--- config.mk ---
export PLATFORM = sky130hd
export DESIGN_NAME = imm_encoder
export DESIGN_NICKNAME = d
export VERILOG_FILES = /design/src/rtl/imm_encoder.sv
export SDC_FILE = /design/constraint.sdc
export NUM_CORES = 1
export LEC_CHECK = 0
export CAP_MARGIN = 10
export CORE_ASPECT_RATIO = 0.5
export CORE_MARGIN = 3
export CORE_UTILIZATION = 49
export CTS_CLUSTER_SIZE = 16
export DETAILED_ROUTE_END_ITERATION = 12
export GPL_ROUTABILITY_DRIVEN = 0
export PLACE_DENSITY_LB_ADDON = 0.2
export SYNTH_ARGS = -nofsm -noshare
export SYNTH_HDL_FRONTEND = slang
export SYNTH_SLANG_ARGS = --single-unit
--- constraint.sdc ---
create_clock -name clk_i -period 2 [get_ports clk_i]
set_clock_uncertainty 0.05 [all_clocks]
set_input_delay 0.2 -clock clk_i [delete_from_list [all_inputs] [get_ports clk_i]]
set_output_delay 0.2 -clock clk_i [all_outputs]
set_load 0.05 [all_outputs]
--- src/rtl/imm_encoder.sv ---
// Immediate encoder: packs a 32-bit immediate into instruction bits [31:7] for the
// selected RISC-V format, flags out-of-range values, and buffers results in a 2-entry FIFO.
module imm_encoder (
   input  logic        clk_i,
   input  logic        rst_i,
   input  logic        in_valid_i,
   output logic        in_ready_o,
   input  logic [31:0] imm_i,
   input  logic [2:0]  imm_src_i,
   input  logic        signed_i,
   input  logic [24:0] fields_i,
   output logic        out_valid_o,
   input  logic        out_ready_i,
   output logic [24:0] instr_31_7_o,
   output logic        range_err_o,
   output logic [7:0]  err_cnt_o
);

   localparam int unsigned IMM_W   = 32;
   localparam int unsigned INSTR_W = 25;
   localparam int unsigned OCC_W   = 2;
   localparam int unsigned CNT_W   = 8;
   localparam int unsigned DEPTH   = 2;

   typedef enum logic [2:0] {
      SRC_I     = 3'b000,
      SRC_S     = 3'b001,
      SRC_B     = 3'b010,
      SRC_U     = 3'b011,
      SRC_J     = 3'b100,
      SRC_SHAMT = 3'b101,
      SRC_ILL   = 3'b110,
      SRC_UB    = 3'b111
   } imm_src_e;

   typedef struct packed {
      logic               err;
      logic [INSTR_W-1:0] instr;
   } entry_t;

   logic [IMM_W-1:0] imm;
   entry_t           enc;
   entry_t           mem [DEPTH];
   entry_t           head;
   logic             wr_ptr;
   logic             rd_ptr;
   logic [OCC_W-1:0] occ;
   logic [OCC_W-1:0] occ_next;
   logic             ready_q;
   logic [CNT_W-1:0] err_cnt_q;
   logic             push;
   logic             pop;

   // Sign-extension range checks: the dropped high bits must all match the kept sign bit.
   logic sext_11;
   logic sext_12;
   logic sext_20;

   assign imm     = imm_i;
   assign sext_11 = (imm[31:11] == '0) || (imm[31:11] == '1);
   assign sext_12 = (imm[31:12] == '0) || (imm[31:12] == '1);
   assign sext_20 = (imm[31:20] == '0) || (imm[31:20] == '1);

   // Format-specific bit placement and range check; untouched bits come from fields_i.
   always_comb begin
      enc.instr = fields_i;
      enc.err   = 1'b0;
      case (imm_src_e'(imm_src_i))
         SRC_I: begin
            enc.instr[24:13] = imm[11:0];
            enc.err          = signed_i ? !sext_11 : (imm[31:12] != '0);
         end
         SRC_S: begin
            enc.instr[24:18] = imm[11:5];
            enc.instr[4:0]   = imm[4:0];
            enc.err          = !sext_11;
         end
         SRC_B: begin
            enc.instr[24]    = imm[12];
            enc.instr[0]     = imm[11];
            enc.instr[23:18] = imm[10:5];
            enc.instr[4:1]   = imm[4:1];
            enc.err          = imm[0] || !sext_12;
         end
         SRC_UB: begin
            enc.instr[24]    = imm[12];
            enc.instr[0]     = imm[11];
            enc.instr[23:18] = imm[10:5];
            enc.instr[4:1]   = imm[4:1];
            enc.err          = imm[0] || (imm[31:13] != '0);
         end
         SRC_U: begin
            enc.instr[24:5] = imm[31:12];
            enc.err         = (imm[11:0] != '0);
         end
         SRC_J: begin
            enc.instr[24]    = imm[20];
            enc.instr[23:14] = imm[10:1];
            enc.instr[13]    = imm[11];
            enc.instr[12:5]  = imm[19:12];
            enc.err          = imm[0] || !sext_20;
         end
         SRC_SHAMT: begin
            enc.instr[17:13] = imm[4:0];
            enc.err          = (imm[31:5] != '0);
         end
         SRC_ILL: begin
            enc.instr = '0;
            enc.err   = 1'b1;
         end
         default: begin
            enc.instr = '0;
            enc.err   = 1'b1;
         end
      endcase
   end

   assign head = mem[rd_ptr];
   assign push = in_valid_i && ready_q;
   assign pop  = (occ != '0) && out_ready_i;

   always_comb begin
      occ_next = occ;
      case ({push, pop})
         2'b10:   occ_next = OCC_W'(occ + 1'b1);
         2'b01:   occ_next = OCC_W'(occ - 1'b1);
         default: occ_next = occ;
      endcase
   end

   // FIFO storage, pointers and the registered ready flag.
   always_ff @(posedge clk_i or posedge rst_i) begin
      if (rst_i) begin
         mem[0]  <= '0;
         mem[1]  <= '0;
         wr_ptr  <= 1'b0;
         rd_ptr  <= 1'b0;
         occ     <= '0;
         ready_q <= 1'b0;
      end else begin
         if (push) begin
            mem[wr_ptr] <= enc;
            wr_ptr      <= ~wr_ptr;
         end
         if (pop) begin
            rd_ptr <= ~rd_ptr;
         end
         occ     <= occ_next;
         ready_q <= (occ_next < OCC_W'(DEPTH));
      end
   end

   // Saturating count of delivered erroneous results.
   always_ff @(posedge clk_i or posedge rst_i) begin
      if (rst_i) begin
         err_cnt_q <= '0;
      end else if (pop && head.err && (err_cnt_q != '1)) begin
         err_cnt_q <= CNT_W'(err_cnt_q + 1'b1);
      end
   end

   assign in_ready_o   = ready_q;
   assign out_valid_o  = (occ != '0);
   assign instr_31_7_o = head.instr;
   assign range_err_o  = head.err;
   assign err_cnt_o    = err_cnt_q;

endmodule

* Word level (Yosys, flattened, before mapping) *
Index checks and enable logic that the tools add are counted.

cells by class
  add/subtract/negate cells = 3
  $lt $le $gt $ge = 4
  equal/unequal tests = 13
  multiplexer cells = 13
  bitwise gates (word level) = 4
  reduce and logical (&&, ||, !) cells = 27

operators with widths
  cell                  number
  $mux 26               4
  $bwmux 52             1
  $pmux 7 s5            1
  $reduce_bool 27->1    1
  $demux 26 s1          1
  $eq 21x21->1 const B  1
  $logic_not 21->1      1
  $eq 20x20->1 const B  1
  $logic_not 20->1      1
  $pmux 5 s4            1
  $reduce_bool 20->1    1
  $reduce_bool 19->1    1
  $pmux 8 s2            1
  $pmux 5 s3            1
  $eq 12x12->1 const B  1
  $eq 3x3->1 const B    4
  $logic_not 12->1      1
  $reduce_bool 12->1    1
  $add 8x1->8 const B   1
  $ne 8x8->1 const B    1
  $pmux 1 s8            1
  $reduce_or 2->1       4
  $eq 3x2->1 const B    2
  $logic_or 1x1->1      6
  16 further kinds      25

storage, ports and cells
  register bits = 65
  output and inout port bits = 36
  word-level logic and storage cells = 73

* Logic depth before layout (Yosys ltp) *
  word-level depth = 6
  mapped depth = 8

* Worst setup path after synthesis *
No wires, ideal clock.

  kind = reg2reg
  start = reg err_cnt_q[2] (netlist: err_cnt_o[2])
  end = reg err_cnt_q[7] (netlist: err_cnt_o[7])
  library setup time = 0.144 ns
  arrival time = 1.786 ns
  required time = 1.806 ns
  setup slack = 0.020 ns
  cell stages (with the launch flop) = 7
  path buffers = 0
  clock period less this slack = 1.980 ns
  cell sequence = dfrtp_1 nand3_1 or3_1 o211a_2 nand3_1 nor2_1 xor2_1

on the way
  word-level cells in the longest chain between the ends = 2
  elaborated cells on any way between the ends = 3
  those cells by class = add/sub (1); eq/ne (1); reduce/logical (1)

RTL lines
  element                                              line  text
  start, declared                                      50    logic [CNT_W-1:0] err_cnt_q;
  start signal, assigned                               158   err_cnt_q <= CNT_W'(err_cnt_q + 1'b1);
  branches (longest 2 deep; another with $add 8x1->8)  --

Several ways; the timed one is not identified.
A chain may end at the register's enable or synchronous reset.

* Worst setup path after layout *
  start = reg rd_ptr
  end = out instr_31_7_o[0]

on the way
  word-level cells in the longest chain between the ends = 4

RTL lines
  element                                     line  text
  start, declared                             46    logic rd_ptr;
  start signal, assigned                      146   rd_ptr <= ~rd_ptr;
  $not 1->2 (implied by the code)             118   assign head = mem[rd_ptr];
  $mux 26 (implied by the code) (3 in a row)  118
  end, declared                               14    output logic [24:0] instr_31_7_o,

Every way passes these cells. The select of a mux whose other input is x is not followed.

==> flow_summary.json <==
{
  "status": "complete, no violations",
  "async_flop_share_pct": 100,
  "synth_cells": 445,
  "relSlewSlack_pct": 66.9,
  "crit_chain": "buf_4 > mux2_2 > buf_4",
  "drt-wirelength-per-cell_um": 16.0,
  "std_cell_rows": 22,
  "clock-root-buffer": "clkbuf_16",
  "critPathCaptureType": "primary output",
  "crit_top_cell": "buf_4",
  "drive_gt1_share_pct": 22.0,
  "vias_per_cell": 5.69,
  "clock_path_buffers": 2,
  "die_h_um": 69.1,
  "hold_violations": 0,
  "setup_viol": 0,
  "netlist_area_mm2": 0.00390,
  "total_power_mw": 8.20,
  "peakVddDrop_v": 0.000784,
  "drv_slew": 0,
  "p_seq_share_pct": 28.3,
  "cts.sinks": 65,
  "wl_um": 10900,
  "tightestPinTransition_ns": 0.495,
  "grt_pass1_vias": 3651,
  "rrSetupSlack_ns": 0.14,
  "cts.reportedPaths.clkPinSlew_ns": 0.05,
  "maxCapViolations": 0,
  "p_int_mw": 4.48,
  "synth_flop_cell": "dfrtp_1",
  "power.share.switching_pct": 45.4,
  "combPwrFrac_pct": 54.8,
  "die-area_mm2": 0.00912,
  "dr.pass1.iters": 5,
  "drc_errors": 0,
  "syn-num-nets": 512,
  "reg2reg_depth": 6,
  "power_density_mw_per_mm2": 1490,
  "overflow": 0,
  "portBuffers": 100,
  "rsz0062_at_grt": "false",
  "clk_latency_ns": 0.32,
  "post-route-min-period_ns": 1.88,
  "endpoint": "instr_31_7_o[0]",
  "htree_levels": 3,
  "hold_ws_ns": 0.198,
  "antenna_found_initial": 0,
  "timing.rr.end": "in_ready_o",
  "r2r_start": "occ[0]",
  "place_inst": 667,
  "dr_total_vias": 3877,
  "antenna_left": 0,
  "antenna_cells": 0,
  "slowest_stage": "dfrtp_1",
  "fin_crit_sh_pct": 93.9,
  "arrival_ns": 1.63,
  "max_stage_delay_ns": 0.43,
  "synth-edff-count": 0,
  "fin_nets": 637,
  "syn_avg_cell_area_um2": 8.76,
  "drt_iter0_markers": 262,
  "die_x_um": 132,
  "area_growth_pct": 40.9,
  "final_cells": 681,
  "cts_tree": "yes",
  "synth.distinct_cells": 41,
  "final_common_cell": "nand2_1",
  "track_usage_pct": 24.3,
  "synth-seq-cells": 65,
  "yosys_warnings": 0,
  "switchingPower_mw": 3.73,
  "grt_max_degree": 66,
  "cp.required_ns": 1.75,
  "clkPwrFrac_pct": 16.9,
  "crit_fanout": 14,
  "grt_pass1_wl_um": 18100,
  "start_kind": "flop",
  "cp-startpoint": "rd_ptr",
  "cts_made_buffers": 9,
  "max_freq_mhz": 532,
  "ys_seq_area_share_pct": 41.7,
  "coreArea_mm2": 0.00751,
  "final_cell_mix": "nand2_1, clkdlybuf4s50_1, buf_4",
  "hold_class": "input port to asynchronous set/reset pin",
  "dpl.hpwl_um": 8240,
  "p_leak_nw": 2.43,
  "fin_setup_tns_ns": 0,
  "initial_utilization_pct": 51.8,
  "critical_path_class": "flop to primary output",
  "ios": 101
}
-- worst min path at each step --
stage	startpoint	to	slack (ns)	cells after the start
after floorplan	fields_i[0]	mem[0]	0.34	2
after CTS	rst_i	err_cnt_o[5]	0.22	3
after detailed placement	mem[17]	mem[17]	0.42	2
final	rst_i	err_cnt_o[5]	0.20	3
after global routing	rst_i	err_cnt_o[4]	0.25	3
after global placement	mem[18]	mem[18]	0.41	2
-- cells in the mapped netlist (2+ instances only) --
master | number | share of area [%]
mux2i_1 | 16 | 4.1
o21ai_1 | 6 | 0.77
nand4_1 | 8 | 1.3
o221ai_1 | 6 | 1.3
a21oi_1 | 13 | 1.7
or2_2 | 2 | 0.32
xor2_1 | 3 | 0.67
nand2b_1 | 2 | 0.32
o22ai_1 | 2 | 0.32
a31o_2 | 8 | 1.8
ha_1 | 2 | 0.64
dfrtp_1 | 65 | 42
a211oi_1 | 2 | 0.39
nor4_1 | 6 | 0.96
nor2b_1 | 13 | 2.1
o211ai_1 | 2 | 0.39
nor3_1 | 6 | 0.77
o21ai_0 | 60 | 7.7
nor2_1 | 27 | 2.6
xnor2_1 | 8 | 1.8
o31ai_1 | 3 | 0.58
nand2_1 | 82 | 7.9
a221oi_1 | 16 | 3.6
nand3_1 | 4 | 0.51
a31oi_1 | 4 | 0.64
buf_2 | 12 | 1.5
buf_1 | 2 | 0.19
and3_1 | 3 | 0.48
mux2_1 | 3 | 0.87
mux2_2 | 25 | 7.2
inv_1 | 6 | 0.58
clkbuf_1 | 19 | 1.8
-- repair_timing --
action / in CTS / in global routing
buffers inserted: 0 / 0
endpoints found under the hold margin: 0 / 0
resized for setup: 1 / 0
hold buffers: 0 / 0
endpoints found under the setup margin: 1 / 0
-- power groups by stage --
stage	combinational (mW)	clock [mW]	sequential [mW]
detailed placement	4.51	0	2.33
CTS	4.52	1.40	2.32
floorplan	2.86	0	2.52
global placement	4.44	0	2.30
finish	4.49	1.39	2.32
global route	4.80	1.46	2.41
-- final cells by class --
class                           instances  area, um^2
Fill cell                             579        2030
Sequential cell                        65        1630
Clock buffer                           14         264
Tap cell                              108         135
Timing Repair Buffer                  147        1330
Inverter                                7        26.3
Multi-Input combinational cell        340        2100
-- metrics by stage --
step	cell area, um^2	util [%]	setup WS, ns
2_1_floorplan	3900	-	0.0195
3_3_place_gp	5230	69.5	-0.0689
3_5_place_dp	5230	69.5	-0.116
4_1_cts	5490	73.0	0.115
5_1_grt	5490	73.0	0.00799
6_report	5490	73.0	0.122
-- critical path, delay by kind of cell, from the launching register on --
family | cells | cell delay [ns]
mux | 1 | 0.39
buf+inv | 2 | 0.48
flops | 1 | 0.43
-- layer usage --
| layer | track usage, % | vias to the layer above | share of wire, % |
|---|---|---|---|
| met5 | 0 | - | 0 |
| met4 | 5.01 | 0 | 0.82 |
| met3 | 5.54 | 8 | 7.9 |
| met2 | 35.6 | 169 | 43 |
| met1 | 36.8 | 1839 | 48 |
| li1 | - | 1861 | - |
-- state kept, by name, summed over array words and instances (netlist names) --
signal      cells
rd_ptr          1
occ             2
err_cnt_o       8
in_ready_o      1
wr_ptr          1
mem            52
-- cell families after synthesis --
group | after synthesis | share of synthesized area (%)
AO/OA/AOI/OAI | 126 | 20.1
XOR/XNOR | 11 | 2.47
adder cells (fa/ha/maj) | 2 | 0.642
buffers and inverters | 40 | 4.24
flip-flops | 65 | 41.7
multiplexers | 45 | 12.8
AND/OR/NAND/NOR | 156 | 18.0
Note: power is estimated with default switching activity, not from simulation.
